$ cat src/rtl/seven_sd_pkg.sv
// seven_sd_pkg: shared constants, FSM states and anode decode helpers for the seven-segment capture path
package seven_sd_pkg;
    localparam int DIGITS = 4;
    localparam int SEG_W = 8;
    localparam int VALUE_W = 32;
    localparam int IDX_W = $clog2(DIGITS);
    localparam logic [SEG_W-1:0] SEG_BLANK = 8'hFF;
    typedef enum logic [1:0] {ST_IDLE, ST_SETTLE, ST_HELD} state_e;
    function automatic logic onehot_low(input logic [DIGITS-1:0] a);
        return $onehot(~a);
    endfunction
    function automatic logic multi_low(input logic [DIGITS-1:0] a);
        return $countones(~a) > 1;
    endfunction
    function automatic logic [IDX_W-1:0] digit_idx(input logic [DIGITS-1:0] a);
        logic [IDX_W-1:0] idx;
        idx = '0;
        for (int i = 0; i < DIGITS; i++)
            if (!a[i]) idx = IDX_W'(i);
        return idx;
    endfunction
endpackage

$ cat src/rtl/seven_sd_digit_qualifier.sv
// seven_sd_digit_qualifier: synchronises the bus and strobes a capture once a one-hot digit sample has been stable long enough
module seven_sd_digit_qualifier
    import seven_sd_pkg::*;
#(
    parameter int SYNC_STAGES = 2,
    parameter int SETTLE_CYCLES = 16,
    parameter int CNT_W = 8
) (
    input  logic              clk,
    input  logic              rst,
    input  logic [SEG_W-1:0]  seg_in,
    input  logic [DIGITS-1:0] anode_in,
    output logic              capture,
    output logic [IDX_W-1:0]  digit,
    output logic [SEG_W-1:0]  seg,
    output logic              multi
);
    localparam int SMP_W = DIGITS + SEG_W;
    localparam logic [CNT_W-1:0] CAP_CNT = CNT_W'(SETTLE_CYCLES - 2);
    localparam logic [CNT_W-1:0] SAT_CNT = CNT_W'(SETTLE_CYCLES);
    logic [SYNC_STAGES-1:0][SMP_W-1:0] sync_q, sync_d;
    logic [SMP_W-1:0] prev_q, prev_d, sample;
    logic [CNT_W-1:0] cnt_q, cnt_d;
    state_e state_q, state_d;
    logic hot, same;
    always_comb begin
        sync_d[0] = {anode_in, seg_in};
        for (int s = 1; s < SYNC_STAGES; s++) sync_d[s] = sync_q[s-1];
        sample = sync_q[SYNC_STAGES-1];
        prev_d = sample;
        hot = onehot_low(sample[SMP_W-1:SEG_W]);
        same = sample == prev_q;
        // cnt_q counts matching cycles after the first, so capture lands on the SETTLE_CYCLES-th cycle of a sample
        capture = hot && same && state_q == ST_SETTLE && cnt_q == CAP_CNT;
        cnt_d = (!hot || !same) ? '0 : (cnt_q == SAT_CNT ? cnt_q : cnt_q + 1'b1);
        state_d = !hot ? ST_IDLE : !same ? ST_SETTLE : capture ? ST_HELD :
                  state_q == ST_IDLE ? ST_SETTLE : state_q;
        digit = digit_idx(sample[SMP_W-1:SEG_W]);
        seg = sample[SEG_W-1:0];
        multi = multi_low(sample[SMP_W-1:SEG_W]);
    end
    always_ff @(posedge clk) begin
        if (rst) begin
            sync_q <= '1;
            prev_q <= '1;
            cnt_q <= '0;
            state_q <= ST_IDLE;
        end else begin
            sync_q <= sync_d;
            prev_q <= prev_d;
            cnt_q <= cnt_d;
            state_q <= state_d;
        end
    end
endmodule

$ cat src/rtl/seven_sd_capture.sv
// seven_sd_capture: rebuilds the 32-bit segment word shown on a multiplexed active-low seven-segment bus
module seven_sd_capture
    import seven_sd_pkg::*;
#(
    parameter int SYNC_STAGES = 2,
    parameter int SETTLE_CYCLES = 16,
    parameter int CNT_W = 8
) (
    input  logic               clk,
    input  logic               rst,
    input  logic [SEG_W-1:0]   segIn,
    input  logic [DIGITS-1:0]  anodeIn,
    output logic [VALUE_W-1:0] value,
    output logic               frameValid,
    output logic               valueChanged,
    output logic [DIGITS-1:0]  digitSeen,
    output logic               anodeError
);
    logic capture, multi, full;
    logic [IDX_W-1:0] digit;
    logic [SEG_W-1:0] seg;
    logic [DIGITS-1:0][SEG_W-1:0] shadow_q, shadow_d;
    logic [DIGITS-1:0] seen_q, seen_d;
    logic [VALUE_W-1:0] value_q, value_d;
    logic fv_q, fv_d, vc_q, vc_d, err_q, err_d, first_q, first_d;
    seven_sd_digit_qualifier #(
        .SYNC_STAGES(SYNC_STAGES),
        .SETTLE_CYCLES(SETTLE_CYCLES),
        .CNT_W(CNT_W)
    ) u_qual (
        .clk(clk),
        .rst(rst),
        .seg_in(segIn),
        .anode_in(anodeIn),
        .capture(capture),
        .digit(digit),
        .seg(seg),
        .multi(multi)
    );
    always_comb begin
        full = seen_q == '1;
        shadow_d = shadow_q;
        if (capture) shadow_d[digit] = seg;
        seen_d = (full ? '0 : seen_q) | (capture ? DIGITS'(1) << digit : '0);
        value_d = full ? shadow_q : value_q;
        fv_d = full;
        vc_d = full && (shadow_q != value_q || first_q);
        first_d = first_q && !full;
        err_d = err_q | multi;
    end
    always_ff @(posedge clk) begin
        if (rst) begin
            shadow_q <= {DIGITS{SEG_BLANK}};
            seen_q <= '0;
            value_q <= '1;
            fv_q <= 1'b0;
            vc_q <= 1'b0;
            err_q <= 1'b0;
            first_q <= 1'b1;
        end else begin
            shadow_q <= shadow_d;
            seen_q <= seen_d;
            value_q <= value_d;
            fv_q <= fv_d;
            vc_q <= vc_d;
            err_q <= err_d;
            first_q <= first_d;
        end
    end
    assign value = value_q;
    assign frameValid = fv_q;
    assign valueChanged = vc_q;
    assign digitSeen = seen_q;
    assign anodeError = err_q;
endmodule

$ cat config.mk
export PLATFORM = sky130hd
export DESIGN_NAME = seven_sd_capture
export DESIGN_NICKNAME = d
export VERILOG_FILES = /design/src/rtl/seven_sd_pkg.sv /design/src/rtl/seven_sd_digit_qualifier.sv /design/src/rtl/seven_sd_capture.sv
export SDC_FILE = /design/constraint.sdc
export NUM_CORES = 1
export LEC_CHECK = 0
export BUFFER_PORTS_ARGS = -buffer_cell sky130_fd_sc_hd__buf_2
export CAP_MARGIN = 20
export CORE_MARGIN = 5
export CORE_UTILIZATION = 52
export CTS_CLUSTER_SIZE = 10
export DETAILED_ROUTE_END_ITERATION = 10
export PLACE_DENSITY = 0.75
export SLEW_MARGIN = 20
export SYNTH_ARGS = -nofsm -noshare
export SYNTH_HDL_FRONTEND = slang
export SYNTH_SLANG_ARGS = --single-unit
$ cat constraint.sdc
create_clock -name clk -period 2.8 [get_ports clk]
set_input_delay 0.56 -clock clk [delete_from_list [all_inputs] [get_ports clk]]
set_output_delay 0.56 -clock clk [all_outputs]
set_load 0.02 [all_outputs]
[Yosys cells after proc, flatten, opt, wreduce, memory -nomap -nowiden]
Index checks and enable logic that the tools add are counted.
Operators by class
  add/subtract/negate cells: 7
  equality and inequality tests: 8
  mux-type cells: 11
  $lt $le $gt $ge: 3
  bitwise gates (word level): 5
  shift operators: 1
  reductions and logical operators: 16
Operators with widths (number)
  adder 32 bit: 1
  bitwise mux 32 bit: 1
  > comparator 32 x 2 -> 1 bit, second input constant: 1
  inequality test 32 bit: 1
  demux 8 bit (select 2 bit): 1
  equality test 12 bit: 1
  adder 1 x 1 -> 2 bit: 4
  adder 8 x 1 -> 8 bit, second input constant: 1
  equality test 8 x 4 -> 1 bit, second input constant: 1
  equality test 8 x 5 -> 1 bit, second input constant: 1
  2-to-1 mux 2 bit: 4
  2-to-1 mux 4 bit: 2
  2-to-1 mux 8 bit: 1
  logical AND 1 bit: 6
  equality test 4 bit, second input constant: 1
  inverter 4 bit: 1
  bitwise OR 4 bit: 1
  OR reduction 2 bit: 2
  << shifter 1 x 2 -> 4 bit, first input constant: 1
  adder 3 bit: 1
  equality test 3 x 1 -> 1 bit, second input constant: 1
  zero test 1 bit: 3
  less-than comparator 2 x 3 -> 1 bit, second input constant: 1
  inequality test 3 bit, second input constant: 1
  other kinds (9): 12
Word-level totals
  output and inout bits: 39
  word-level logic and storage cells: 67
  register bits after elaboration: 118
  input port bits: 14

[Logic depth before layout (Yosys ltp)]
Gate-level depths: netlist of run 1.
  word-level depth: 9
  gate-level depth with buffers: 10
  mapped depth without buffers: 9

[Modules after synthesis]
A second synthesis of run 1 with hierarchy kept.
Unflattened totals
  cells, all modules: 506
  area, all modules: 4762.1 um2
By module, submodules not included
  seven_sd_capture: area each 2967.8 um2, times used 1, cells each 341, sequential area each 1441.4 um2
  seven_sd_digit_qualifier: area each 1794.2 um2, times used 1, cells each 165, sequential area each 920.9 um2

[Worst setup path after synthesis of run 1]
No wires, ideal clock.
  kind: reg2reg
  start: register u_qual.sync_q (netlist bit u_qual.prev_d[10])
  end: register shadow_q[2] (netlist bit)
  period minus slack after synthesis: 2.672 ns
  setup slack: 0.128 ns
  required time: 2.728 ns
  library setup time: 0.072 ns
  buffers on the path: 1
  cell stages (with the launch flop): 11
  arrival time: 2.600 ns
  path through: dfxtp_1 inv_1 ha_1 ha_1 fa_1 nor3b_1 nand4_1 nor4_4 and3_1 buf_4 mux2i_1
On the way
  longest elaborated chain between the ends: 7
  elaborated cells on any way between the ends: 16
  classes of those cells: add/sub (2); order compare (2); eq/ne (2); mux (5); bitwise (1); reduce/logical (4)
RTL lines
  start: declaration: RTL line seven_sd_digit_qualifier.sv:21  | logic [SYNC_STAGES-1:0][SMP_W-1:0] sync_q, sync_d;
  start signal: assignment: RTL line seven_sd_digit_qualifier.sv:49  | sync_q <= sync_d;
  2-to-1 mux 2 bit or inverter 4 bit (tied branches): RTL line seven_sd_pkg.sv:19, seven_sd_pkg.sv:10
  2-to-1 mux 2 bit or adder 1 x 1 -> 2 bit (tied branches): RTL line seven_sd_pkg.sv:19, seven_sd_pkg.sv:10
  less-than comparator 2 x 3 -> 1 bit (not written as such) (tied with other cells): RTL line seven_sd_capture.sv:43  | if (capture) shadow_d[digit] = seg;
  logical AND 1 bit (not written as such) or equality test 3 x 1 -> 1 bit (tied branches): RTL line seven_sd_capture.sv:43, seven_sd_pkg.sv:10
  2-to-1 mux 8 bit (not written as such) or logical AND 1 bit (tied branches): RTL line seven_sd_capture.sv:43, seven_sd_digit_qualifier.sv:34
  demux 8 bit (select 2 bit) or logical AND 1 bit (tied branches): RTL line seven_sd_capture.sv:43, seven_sd_digit_qualifier.sv:34
  bitwise mux 32 bit or logical AND 1 bit (tied branches): RTL line seven_sd_capture.sv:43, seven_sd_digit_qualifier.sv:34
  end signal: assignment: RTL line seven_sd_capture.sv:53  | shadow_q <= {DIGITS{SEG_BLANK}};
  end signal: assignment: RTL line seven_sd_capture.sv:61  | shadow_q <= shadow_d;
  end: declaration: RTL line seven_sd_capture.sv:22  | logic [DIGITS-1:0][SEG_W-1:0] shadow_q, shadow_d;
Several ways; a longest one is shown, not always the timed one.
A chain may end at the register's enable or synchronous reset.

[Final worst setup path of run 1]
  start: register u_qual.sync_q (netlist bit u_qual.prev_d[9])
  end: register shadow_q[20] (netlist bit)
On the way
  longest elaborated chain between the ends: 8
  elaborated cells on any way between the ends: 17
  classes of those cells: add/sub (2); order compare (2); eq/ne (2); mux (6); bitwise (1); reduce/logical (4)
RTL lines
  2-to-1 mux 1 bit: RTL line seven_sd_pkg.sv:19  | if (!a[i]) idx = IDX_W'(i);
  2-to-1 mux 2 bit (2 in series): RTL line seven_sd_pkg.sv:19
  less-than comparator 2 x 3 -> 1 bit (not written as such) or greater-or-equal comparator 2 x 1 -> 1 bit (tied branches): RTL line seven_sd_capture.sv:43
  logical AND 1 bit (not written as such): RTL line seven_sd_capture.sv:43
  2-to-1 mux 8 bit (not written as such): RTL line seven_sd_capture.sv:43
  demux 8 bit (select 2 bit): RTL line seven_sd_capture.sv:43
  bitwise mux 32 bit: RTL line seven_sd_capture.sv:43
Several ways; a longest one is shown, not always the timed one.

==> flow_summary_export.csv, run 1 <==
group,metric,value,unit
status,status,"finished with violations",
status,violations,"setup timing",
synthesis,syn_avg_cell_area,9.56,um2
global_route,grt_max_degree,39,
detailed_routing,antenna_left,0,
sta,fin_setup_tns,-0.239,ns
sta,rsz0062_at_grt,"yes",
synthesis,synth_top_area_share,51.6,%
clock_tree,cts_tree,"yes",
critical_path,cp.arrival,3.21,ns
critical_path,cp_slowest_stage_delay,0.50,ns
sta,fin_skew,0.00582,ns
sta,hold_viol,0,
critical_path,critical_path_class,"register to register",
pwr,clock_power_share,56.1,%
synthesis,synthArstFlopShare,0,%
clock_tree,cts_root_buffer,"clkbuf_8",
layout,area_growth_syn_to_layout,24.1,%
sta,setup_viol,13,
clock_tree,cts_max_path_buffers,2,
critical_path,timing.rr.end,"shadow_q[20]",
clock_tree,hold_buffers,0,
placed_design,pre_cts_ws,0.00567,ns
sta,finalWorstSetupSlack,-0.0469,ns
clock_tree,htree_levels,4,
global_route,gr-total-overflow,0,
pwr,finalPower,4.17,mW
hold_path,hp-start,"anodeIn[0]",
synthesis,synth_edf_count,0,
clock_tree,insertion_delay,0.51,ns
critical_path,r2r_start,"u_qual.prev_d[9]",
detailed_routing,drt_iter0_drc,141,
sta,worstMarginPinSlew,0.675,ns
hold_path,holdCritPathClass,"input port to register",
placed_design,port_buffers,52,
critical_path,cp_cell_sequence,"inv_2 -> ha_4 -> ha_4 -> fa_1 -> nor3b_2 -> nand4_1 -> nor4_4 -> buf_4 -> nand2_4 -> mux2i_1",
floorplanning,chipWidth,104,um
layout,drive_above_1_share,24.7,%
floorplanning,start_util,53.0,%
clock_tree,path_clk_slew,0.06,ns
layout,fin_area,5680,um2
synthesis,synthDistinctLibCells,31,
detailed_routing,firstDrtPassIters,4,
synthesis,synth_warnings,0,
critical_path,reg2reg_slack,-0.05,ns
layout,nNetsFinal,561,
sta,period_needed,2.85,ns
synthesis,syn_nets,502,
pwr,p_sw_share,19.9,%
global_route,grt_pass1_wl,16.4,mm
pwr,irDropWorstVdd,456,uV
placed_design,placed_area,4970,um2
placed_design,gp_congestion,0.795,
detailed_routing,routed_wl,9.83,mm
critical_path,worst_ep_required_time,3.17,ns
floorplanning,core_region_area,8640,um2
pwr,cellPowerDensity,734,nW/um2
synthesis,synth_area,4580,um2
critical_path,slowest_stage,"fa_1",
clock_tree,numCtsBuffers,17,
critical_path,critPathMaxFanout,9,
synthesis,synth_largest_area_cell,"dfxtp_1",
critical_path,crit_path_frequent_cell,"ha_4",
layout,instances_no_fill,659,
sta,post-route-period-util,102,%
pwr,p_int,3.34,mW
detailed_routing,vias_per_cell,5.05,
clock_tree,cts_sinks,118,
critical_path,end_kind,"register",
pwr,p_sw,0.830,mW
sta,relSlewSlack,55.0,%
layout,fillerInstances,671,
sta,whs,0.225,ns
floorplanning,die_y,104,um
global_route,grt_usage,18.7,%
synthesis,synth_cells,479,
detailed_routing,vias,3326,
floorplanning,die_area,10800,um2
hold_path,hold_end,"u_qual.sync_d[20]",
sta,fmax,351,MHz
placed_design,place_inst,627,
flow_run,maxCapViolCount,0,
global_route,grt_pass1_vias,3370,
placed_design,dp_hpwl,6.37,mm
critical_path,crit_path_start_kind,"register",
detailed_routing,wire_per_inst,14.9,um
synthesis,synth-main-ff-cell,"dfxtp_1",
floorplanning,ios,53,
synthesis,seq_area_frac_synth,51.6,%
floorplanning,row_count,34,
layout,diodes,0,
layout,fin_util,65.8,%
synthesis,synth_area_leaders,"dfxtp_1, mux2i_1, nand2_1, nand3b_1, xnor2_1",
pwr,p_seq_share,41.1,%
critical_path,r2r_cells,10,
detailed_routing,drc,0,
pwr,power_frac_comb,2.8,%
pwr,p_leak,2.51,nW
global_route,antenna_found_initial,0,
sta,drv_slew,0,
synthesis,ys_seq_elements,118,
hold_path,whs_path_depth,2,
final cells by class:
class	instances	area, um2	area share, %
well taps	108	135	2.38
clock inverters	12	200	3.52
clock buffers	20	445	7.84
multi-input cells	324	2140	37.6
repair buffers	62	339	5.97
inverters	15	56.3	0.991
flip-flops and latches	118	2370	41.7
synth_stat cells (2+ instances only):
| master | number |
|---|---|
| nand2_2 | 2 |
| nor2_1 | 53 |
| a21oi_1 | 7 |
| nand3b_1 | 33 |
| ha_1 | 8 |
| nand3_1 | 4 |
| clkbuf_1 | 19 |
| a21boi_0 | 2 |
| mux2i_1 | 32 |
| nor3_1 | 4 |
| dfxtp_1 | 118 |
| or2_2 | 29 |
| nor4_1 | 5 |
| inv_1 | 15 |
| xor2_1 | 23 |
| xnor2_1 | 28 |
| nand4_1 | 12 |
| nand2_1 | 72 |
worst max-delay path by stage:
stage | slack [ns] | endpoint | from
final | -0.05 | shadow_q[20] | u_qual.prev_d[9]
after detailed placement | 0.006 | shadow_q[17] | u_qual.prev_d[9]
after floorplan | 0.13 | shadow_q[2] | u_qual.prev_d[10]
after global routing | -0.20 | shadow_q[1] | u_qual.prev_d[9]
after CTS | 0.03 | shadow_q[29] | u_qual.prev_d[9]
after global placement | 0.13 | shadow_q[21] | u_qual.prev_d[8]
layout by cell type (no fill, tap or decap), types with 2 or more instances in the layout:
cell | synthesis | routed
dfxtp_2 | 0 | 4
nor2_1 | 53 | 53
nand3b_1 | 33 | 33
clkbuf_8 | 0 | 3
or2_2 | 29 | 29
inv_1 | 15 | 13
xor2_1 | 23 | 23
a21boi_0 | 2 | 2
bufinv_16 | 0 | 5
clkinvlp_4 | 0 | 3
a21oi_1 | 7 | 7
nor4_1 | 5 | 5
inv_2 | 0 | 2
xnor2_1 | 28 | 28
clkinv_2 | 0 | 2
clkinv_4 | 0 | 2
dfxtp_1 | 118 | 114
clkbuf_16 | 0 | 16
nand3_1 | 4 | 4
buf_4 | 1 | 9
nor3_1 | 4 | 4
ha_1 | 8 | 5
mux2i_1 | 32 | 32
ha_4 | 0 | 3
nand4_1 | 12 | 12
nand2_1 | 72 | 72
buf_2 | 1 | 52
power groups by stage:
| stage | Sequential, mW | Combinational, mW | Clock, mW |
|---|---|---|---|
| 2_1_floorplan | 1.75 | 0.0750 | 0 |
| 3_3_place_gp | 1.75 | 0.105 | 0 |
| 3_5_place_dp | 1.75 | 0.106 | 0 |
| 4_1_cts | 1.71 | 0.108 | 2.37 |
| 5_1_grt | 1.72 | 0.129 | 2.44 |
| 6_report | 1.71 | 0.117 | 2.34 |
metal layers:
metal / vias to the layer above / GRT usage (%) / wire length (um)
li1: 1675 / - / -
met1: 1550 / 23.3 / 4450
met2: 81 / 29.8 / 4670
met3: 20 / 6.65 / 493
met4: 0 / 6.75 / 207
met5: - / 0 / 0
sequential cells by signal (all words and copies together) (netlist names):
signal,flops
u_qual.cnt_q,8
u_qual.prev_q,12
anodeError,1
u_qual.state_q,2
first_q,1
shadow_q,32
digitSeen,4
u_qual.sync_d,12
u_qual.prev_d,12
value,32
valueChanged,1
frameValid,1
cells by family (layout without fill, tap and decap cells):
group,count (synthesis),in the layout,synth area share [%]
simple gates,221,221,24.5
flops,118,118,51.6
xor+xnor,51,51,9.75
buf+inv,37,109,3.14
mux,32,32,6.99
compound gates,11,11,1.37
fa+ha+maj,9,9,2.62
worst max-delay path, delay by kind of cell (launching register included):
kind                     cells  cell delay (ns)
adder cells (fa/ha/maj)      3             0.90
buffers and inverters        2             0.29
flip-flops                   1             0.35
multiplexers                 1             0.16
AND/OR/NAND/NOR              4             1.00
repair_timing:
item	4_1_cts	5_1_grt
setup buffers	0	1
endpoints found under the setup margin	13	34
pin swaps	1	9
gates resized for setup	1	15
endpoints found under the hold margin	0	0
Note: power is estimated with default switching activity, not from simulation.
==> run 2, diff against run 1 <==
--- a/config.mk
+++ b/config.mk
@@ -12,6 +12,7 @@
 export CTS_CLUSTER_SIZE = 10
 export DETAILED_ROUTE_END_ITERATION = 10
 export PLACE_DENSITY = 0.75
+export REMOVE_ABC_BUFFERS = 1
 export SLEW_MARGIN = 20
 export SYNTH_ARGS = -nofsm -noshare
 export SYNTH_HDL_FRONTEND = slang
==> run 2 against run 1 <==
The flow now finishes without violations; clock power fell by 7%; routed wire length fell by 3.0%; flip-flop and latch count did not move; clock skew rose by 0.0021 ns; core utilization fell by 0.22 points; via count rose by 0.33%; critical path type unchanged; highest routed layer unchanged.
==> flow_summary_export.csv, run 2 (synthesis results as in run 1) <==
group,metric,value,unit
status,status,"complete, no violations",
layout,layout_common_cells,"dfxtp_1, nand2_1, nor2_1, buf_2, nand3b_1",
critical_path,end_kind,"register",
pwr,p_leak,2.50,nW
layout,drive_above_1_share,25.6,%
critical_path,reg2reg_slack,0.1,ns
detailed_routing,routed_wl,9.53,mm
floorplanning,start_util,53.0,%
pwr,cellPowerDensity,708,nW/um2
floorplanning,die_area,10800,um2
clock_tree,path_clk_slew,0.05,ns
sta,whs,0.232,ns
layout,fin_area,5660,um2
sta,setup_viol,0,
layout,area_growth_syn_to_layout,23.7,%
placed_design,place_inst,628,
layout,fillerInstances,691,
detailed_routing,antenna_left,0,
pwr,finalPower,4.01,mW
clock_tree,hold_buffers,0,
global_route,grt_usage,18.3,%
floorplanning,core_region_area,8640,um2
clock_tree,cts_tree,"yes",
critical_path,worst_ep_required_time,3.23,ns
layout,final_common_cell,"dfxtp_1",
clock_tree,numCtsBuffers,17,
placed_design,port_buffers,52,
critical_path,critical_path_class,"register to register",
placed_design,gp_congestion,0.769,
floorplanning,row_count,34,
sta,drv_slew,0,
floorplanning,ios,53,
pwr,irDropWorstVdd,423,uV
detailed_routing,firstDrtPassIters,5,
clock_tree,insertion_delay,0.50,ns
critical_path,cp.arrival,3.13,ns
sta,finalWorstSetupSlack,0.0965,ns
layout,seqCellArea,2370,um2
detailed_routing,vias,3337,
floorplanning,die_y,104,um
layout,nNetsFinal,565,
clock_tree,cts_max_path_buffers,2,
layout,multi_input_area,2130,um2
layout,diodes,0,
global_route,gr-total-overflow,0,
hold_path,holdCritPathClass,"input port to register",
placed_design,placed_area,4980,um2
global_route,antenna_found_initial,0,
critical_path,crit_path_start_kind,"register",
sta,period_needed,2.70,ns
detailed_routing,drc,0,
flow_run,maxCapViolCount,0,
global_route,grt_pass1_vias,3321,
clock_tree,htree_levels,4,
placed_design,dp_hpwl,6.29,mm
sta,rsz0062_at_grt,"yes",
detailed_routing,vias_per_cell,5.03,
sta,fmax,370,MHz
placed_design,pre_cts_ws,0.0143,ns
critical_path,critPathMaxFanout,8,
global_route,grt_pass1_wl,16.0,mm
layout,instances_no_fill,663,
sta,fin_setup_tns,0,ns
sta,fin_skew,0.00797,ns
clock_tree,cts_sinks,118,
clock_tree,cts_root_buffer,"clkbuf_8",
sta,worstMarginPinSlew,0.746,ns
layout,fin_util,65.6,%
sta,post-route-period-util,96.6,%
detailed_routing,wire_per_inst,14.4,um
sta,relSlewSlack,50.3,%
detailed_routing,drt_iter0_drc,124,
global_route,grt_max_degree,48,
sta,hold_viol,0,
floorplanning,chipWidth,104,um
[run 2: routing by layer]
layer | vias to the layer above | wire length, um | track usage, %
met5 | - | 0 | 0
met4 | 0 | 104 | 5.46
met3 | 9 | 392 | 6.03
met2 | 79 | 4840 | 30.8
met1 | 1565 | 4200 | 22.1
li1 | 1684 | - | -
[run 2: worst paths after layout]
kind	cells past startpoint	end	from
hold / removal	2	u_qual.sync_d[22]	anodeIn[2]
setup reg to reg	10	shadow_q[7]	u_qual.prev_d[9]
setup / recovery	10	shadow_q[7]	u_qual.prev_d[9]
hold reg to reg	1	u_qual.prev_d[3]	u_qual.sync_d[15]
[run 2: repair_timing]
item	4_1_cts	5_1_grt
gates cloned	0	0
setup buffers	0	3
endpoints found under the setup margin	16	33
pin swaps	0	8
resized for setup	3	12
[run 2: final cells by class]
class / instances / area share [%]
multi-input combinational: 324 / 37.5
inverter: 15 / 0.994
tap: 108 / 2.39
clock inverter: 14 / 3.25
clock buffer: 18 / 7.38
sequential: 118 / 41.8
timing repair buffer: 66 / 6.67
[run 2: power breakdown]
part	internal [mW]	switching, mW
combinational	0.0563	0.0610
sequential	1.70	0.0102
clock	1.43	0.745
total	3.20	0.816
[run 2: critical path, cell delays in order (launching register included)]
cell	delay [ns]
dfxtp_2	0.34
inv_2	0.06
ha_4	0.24
ha_4	0.16
fa_1	0.48
nor3b_2	0.20
nand4_1	0.22
nor4_4	0.37
and3_4	0.26
buf_12	0.13
mux2i_1	0.17
